## src/rtl/ir_transmitter.sv

```systemverilog
// ir_transmitter: NEC-format infrared transmitter.
// Takes a 32-bit code over valid/ready, sends it MSB first as a pulse-distance
// frame (lead mark/space, 32 bit cells, stop mark, idle gap) and gates the mark
// envelope with a carrier to drive the IR LED.
// Optional feature: define IR_TX_REPEAT_EN to send NEC repeat frames while
// repeat_in is held high at the end of each gap.
module ir_transmitter #(
  parameter int UNIT_CYCLES  = 56250,
  parameter int CARRIER_HALF = 1316,
  parameter int GAP_UNITS    = 72
) (
  input  logic        clk_in,
  input  logic        rst_in,
  input  logic [31:0] code_in,
  input  logic        valid_in,
  output logic        ready_out,
  input  logic        repeat_in,
  output logic        envelope_out,
  output logic        ir_out,
  output logic        busy_out
);

  localparam int CYC_W     = $clog2(16 * UNIT_CYCLES);
  localparam int MAX_UNITS = (GAP_UNITS > 16) ? GAP_UNITS : 16;
  localparam int UNIT_W    = $clog2(MAX_UNITS);
  localparam int CAR_W     = (CARRIER_HALF > 1) ? $clog2(CARRIER_HALF) : 1;

  typedef enum logic [2:0] {
    S_IDLE,
    S_LEAD_MARK,
    S_LEAD_SPACE,
    S_BIT_MARK,
    S_BIT_SPACE,
    S_STOP_MARK,
    S_GAP
`ifdef IR_TX_REPEAT_EN
    , S_REP_SPACE
`endif
  } state_t;

  state_t              state;
  state_t              next_state;
  logic [CYC_W-1:0]    cycle_cnt;
  logic [UNIT_W-1:0]   unit_cnt;
  logic [UNIT_W-1:0]   unit_last;
  logic [4:0]          bit_cnt;
  logic [31:0]         shift_reg;
  logic [CAR_W-1:0]    car_cnt;
  logic                car_phase;
  logic                cycle_last;
  logic                state_done;
  logic                mark_next;
  logic                mark_start;

`ifdef IR_TX_REPEAT_EN
  logic                rep_flag;
`else
  logic                unused_repeat;
  assign unused_repeat = repeat_in;
`endif

  // Last unit index of the current state; a 1 bit stretches its space to 3 units.
  always_comb begin
    unit_last = '0;
    case (state)
      S_LEAD_MARK:  unit_last = UNIT_W'(15);
      S_LEAD_SPACE: unit_last = UNIT_W'(7);
      S_BIT_SPACE:  unit_last = shift_reg[31] ? UNIT_W'(2) : UNIT_W'(0);
      S_GAP:        unit_last = UNIT_W'(GAP_UNITS - 1);
`ifdef IR_TX_REPEAT_EN
      S_REP_SPACE:  unit_last = UNIT_W'(3);
`endif
      default:      unit_last = '0;
    endcase
  end

  assign cycle_last = (cycle_cnt == CYC_W'(UNIT_CYCLES - 1));
  assign state_done = cycle_last && (unit_cnt == unit_last);

  // Frame sequencing: leave a state only when its last unit completes.
  always_comb begin
    next_state = state;
    if (state == S_IDLE) begin
      if (valid_in) next_state = S_LEAD_MARK;
    end else if (state_done) begin
      case (state)
`ifdef IR_TX_REPEAT_EN
        S_LEAD_MARK:  next_state = rep_flag ? S_REP_SPACE : S_LEAD_SPACE;
        S_REP_SPACE:  next_state = S_STOP_MARK;
        S_GAP:        next_state = repeat_in ? S_LEAD_MARK : S_IDLE;
`else
        S_LEAD_MARK:  next_state = S_LEAD_SPACE;
        S_GAP:        next_state = S_IDLE;
`endif
        S_LEAD_SPACE: next_state = S_BIT_MARK;
        S_BIT_MARK:   next_state = S_BIT_SPACE;
        S_BIT_SPACE:  next_state = (bit_cnt == 5'd31) ? S_STOP_MARK : S_BIT_MARK;
        S_STOP_MARK:  next_state = S_GAP;
        default:      next_state = S_IDLE;
      endcase
    end
  end

  assign mark_next  = (next_state == S_LEAD_MARK) || (next_state == S_BIT_MARK) ||
                      (next_state == S_STOP_MARK);
  assign mark_start = mark_next && (next_state != state);

  // State, timing counters, shift register and registered outputs.
  always_ff @(posedge clk_in or posedge rst_in) begin
    if (rst_in) begin
      state        <= S_IDLE;
      cycle_cnt    <= '0;
      unit_cnt     <= '0;
      bit_cnt      <= '0;
      shift_reg    <= '0;
      car_cnt      <= '0;
      car_phase    <= 1'b0;
      ready_out    <= 1'b1;
      busy_out     <= 1'b0;
      envelope_out <= 1'b0;
      ir_out       <= 1'b0;
`ifdef IR_TX_REPEAT_EN
      rep_flag     <= 1'b0;
`endif
    end else begin
      state        <= next_state;
      ready_out    <= (next_state == S_IDLE);
      busy_out     <= (next_state != S_IDLE);
      envelope_out <= mark_next;

      if ((next_state != state) || (state == S_IDLE)) begin
        cycle_cnt <= '0;
        unit_cnt  <= '0;
      end else if (cycle_last) begin
        cycle_cnt <= '0;
        unit_cnt  <= unit_cnt + 1'b1;
      end else begin
        cycle_cnt <= cycle_cnt + 1'b1;
      end

      if ((state == S_IDLE) && valid_in) begin
        shift_reg <= code_in;
        bit_cnt   <= '0;
`ifdef IR_TX_REPEAT_EN
        rep_flag  <= 1'b0;
`endif
      end else if ((state == S_BIT_SPACE) && state_done) begin
        shift_reg <= {shift_reg[30:0], 1'b0};
        bit_cnt   <= bit_cnt + 1'b1;
      end

`ifdef IR_TX_REPEAT_EN
      if ((state == S_GAP) && (next_state == S_LEAD_MARK)) rep_flag <= 1'b1;
`endif

      if (mark_start) begin
        car_cnt   <= '0;
        car_phase <= 1'b1;
        ir_out    <= 1'b1;
      end else if (mark_next) begin
        if (car_cnt == CAR_W'(CARRIER_HALF - 1)) begin
          car_cnt   <= '0;
          car_phase <= ~car_phase;
          ir_out    <= ~car_phase;
        end else begin
          car_cnt   <= car_cnt + 1'b1;
          ir_out    <= car_phase;
        end
      end else begin
        car_cnt   <= '0;
        car_phase <= 1'b0;
        ir_out    <= 1'b0;
      end
    end
  end

endmodule

```

## config.mk

```make
export PLATFORM = sky130hd
export DESIGN_NAME = ir_transmitter
export DESIGN_NICKNAME = d
export VERILOG_FILES = /design/src/rtl/ir_transmitter.sv
export SDC_FILE = /design/constraint.sdc
export NUM_CORES = 1
export LEC_CHECK = 0
export ABC_AREA = 1
export CAP_MARGIN = 30
export CORE_MARGIN = 4
export CORE_UTILIZATION = 38
export CTS_CLUSTER_DIAMETER = 100
export DETAILED_ROUTE_END_ITERATION = 16
export GPL_TIMING_DRIVEN = 0
export PLACE_DENSITY_LB_ADDON = 0.25
export SLEW_MARGIN = 30
export SYNTH_ARGS = -nofsm -noshare
export SYNTH_HDL_FRONTEND = slang
export SYNTH_SLANG_ARGS = --single-unit
```

## constraint.sdc

```tcl
create_clock -name clk_in -period 3 [get_ports clk_in]
set_clock_uncertainty 0.2 [all_clocks]
set_input_delay 0.45 -clock clk_in [delete_from_list [all_inputs] [get_ports clk_in]]
set_output_delay 0.45 -clock clk_in [all_outputs]
set_load 0.005 [all_outputs]
```

==> out/metrics.cfg <==
[grt]
track_usage_pct = 14.8
grt_pass1_wl_um = 17500
first_global_vias = 3859
grt_overflow = 0
antenna_found_initial = 0
grt_start_max_net_pins = 70

[setup_path]
arrival_ns = 2.47
crit_top_cell = nand3_1
crit_path_max_fanout = 4
worstPathCellList = ha_1 -> nand2_1 -> nor2_1 -> nand3_1 -> nor2_1 -> nand3_1 -> nor3b_1 -> nand3_1 -> xor2_1 -> nor2_2
start_kind = flip-flop
critical_path.top_delay_family = simple AND/OR/NAND/NOR gates
critPathKind = flip-flop to flip-flop
worstPathRequired_ns = 3.03
cp_slowest_stage_delay_ns = 0.39
cp_slowest_cell = dfrtp_1
crit_path_end_kind = flip-flop
cp.buffers_inverters = 0

[power_and_ir_drop]
ir_drop_mv = 0.269
power.total_mw = 2.31
cellPowerDensity_nw_per_um2 = 423
power_frac_seq_pct = 47.8
power_frac_comb_pct = 3.1
p_clk_share_pct = 49.1
netSwitchingFraction_pct = 21.2
leakagePower_nw = 2.37
p_switching_mw = 0.490
p_int_mw = 1.82

[synth]
synth_top_area_share_pct = 44.4
synth_enable_flop_cells = 0
synthDistinctLibCells = 38
syn_area_per_cell_sq_um = 8.00
synthArstFlopShare_pct = 100
yosysWarnings = 0
synth_cells = 571
synth_area_leaders = dfrtp_1, nand2_1, nand3_1
syn_nets = 613
yosysMostFrequentCell = nand2_1
synth-seq-area-share_pct = 45.0
synth_top_area_cell = dfrtp_1
yosys_most_used_dff = dfrtp_1
ys_top_cells_by_count = nand2_1, dfrtp_1, nand3_1
ys_ff_latch = 82
netlist_area_sq_um = 4570

[hold_path]
hold_path.class = primary input to async pin

[floorplanning]
io_pins = 40
die_h_um = 118
fp-row-count = 39
die_area_sq_um = 13800
die_x_um = 118
start_util_pct = 39.3
core_sq_um = 11600

[layout]
final_area_sq_um = 5460
largest_reg_flops = 32
drive_above_1_share_pct = 14.5
nets = 663
diodes = 0
syn2layout_area_growth_pct = 19.6
layout.cells.non_filler = 769

[clocking]
htreeDepth = 3
clk_latency_ns = 0.34
cts_root_buf = clkbuf_16
cts_buffers = 9
clk_path_buf_depth = 2
post_cts_buffers = 0
cts_num_sinks = 82
cts_tree = yes
clkTransAtPathRegs_ns = 0.06
postCtsHoldBufs = 0
cts_resized = 0

[detailed_routing]
dr.pass1.iters = 4
drtIter0Drc = 214
remaining_drc_errors = 0
vias_per_cell = 4.93
num_vias = 3788
wirelength_um = 9440
ant_nets = 0
wire_per_inst_um = 12.3

[timing]
setup_viol = 0
hold_viol = 0
tightest_slew_ns = 0.543
period_needed_ns = 2.45
finalCritPeriodShare_pct = 81.5
rsz0062_at_grt = false
fmax_mhz = 409
fin_ws_ns = 0.554
maxSlewViolCount = 0
hold_ws_ns = 0.207
slew_headroom_pct = 63.2

[placement]
gp_congestion = 0.888
placed_cells = 753
io_buffers = 38
dp_hpwl_um = 6900
dpl_cell_area_sq_um = 5160
post-place-ws_ns = 0.578

[job]
cap_violations = 0

[outcome]
outcome = finished, final reports clean

==> cells by family (layout without fill, tap and decap cells) <==
logic type               after synthesis  after routing  synth area share [%]
AND/OR/NAND/NOR                      373            373                  39.0
flip-flops                            82             82                  45.0
buffers and inverters                 68            123                  7.21
XOR/XNOR                              25             25                  4.79
AO/OA/AOI/OAI                         17             17                  2.36
adder cells (fa/ha/maj)                6              6                  1.64
==> routing by layer <==
metal / vias up / GRT usage (%) / part of all wire (%)
met5: - / 0 / 0
met4: 0 / 4.76 / 1.5
met3: 11 / 3.75 / 3.8
met2: 76 / 23.1 / 45
met1: 1770 / 20.2 / 50
li1: 1931 / - / -
==> layout by cell type (no fill, tap or decap), types with 3 or more instances in the layout <==
cell,synthesis,layout
xor2_1,22,22
nor2_2,23,23
inv_1,46,45
nor2_1,56,56
nand2_2,8,8
nand3b_1,8,8
inv_2,5,5
buf_4,5,5
clkdlybuf4s50_1,0,38
clkbuf_1,3,4
nor3_1,8,8
clkbuf_16,0,9
nand2_1,162,162
nand3_1,64,64
inv_6,0,3
nor4_1,4,4
a21oi_1,3,3
nand4_1,17,17
o21ai_0,7,7
ha_1,6,6
or2_2,10,10
xnor2_1,3,3
dfrtp_1,81,81
buf_6,4,4
nand3_2,5,5
==> power by group through the flow <==
| stage | Clock (mW) | Combinational [mW] | Sequential [mW] |
|---|---|---|---|
| after CTS | 1.16 | 0.0743 | 1.11 |
| after floorplan | 0 | 0.0161 | 1.13 |
| after global placement | 0 | 0.0688 | 1.13 |
| final | 1.13 | 0.0713 | 1.11 |
| after detailed placement | 0 | 0.0741 | 1.13 |
| after global routing | 1.21 | 0.0794 | 1.10 |
==> metrics by stage <==
step | util, % | setup TNS, ns
6_report | 47.0 | 0
5_1_grt | 47.0 | 0
4_1_cts | 47.0 | 0
3_5_place_dp | 44.4 | 0
3_3_place_gp | 44.1 | -93.99
2_1_floorplan | - | 0
==> layout make-up <==
class	instances	area [sq um]
Buffer	15	129
Inverter	53	205
Timing Repair Buffer	39	408
Clock inverter	5	61.3
Multi-Input combinational cell	421	2180
Tap cell	143	179
Clock buffer	11	243
Sequential cell	82	2050
Fill cell	1147	6150
==> final timing paths <==
path                                 end  slack [ns]  cells past startpoint     startpoint
max                        cycle_cnt[18]        0.55                     10   cycle_cnt[0]
min                         cycle_cnt[7]        0.21                      2         rst_in
max reg2reg                cycle_cnt[18]        0.55                     10   cycle_cnt[0]
min reg2reg                shift_reg[14]        0.29                      2  shift_reg[14]
max in group asynchronous      ready_out        1.80                      3         rst_in
min in group clk_in        shift_reg[14]        0.29                      2  shift_reg[14]
Note: power is estimated with default switching activity, not from simulation.
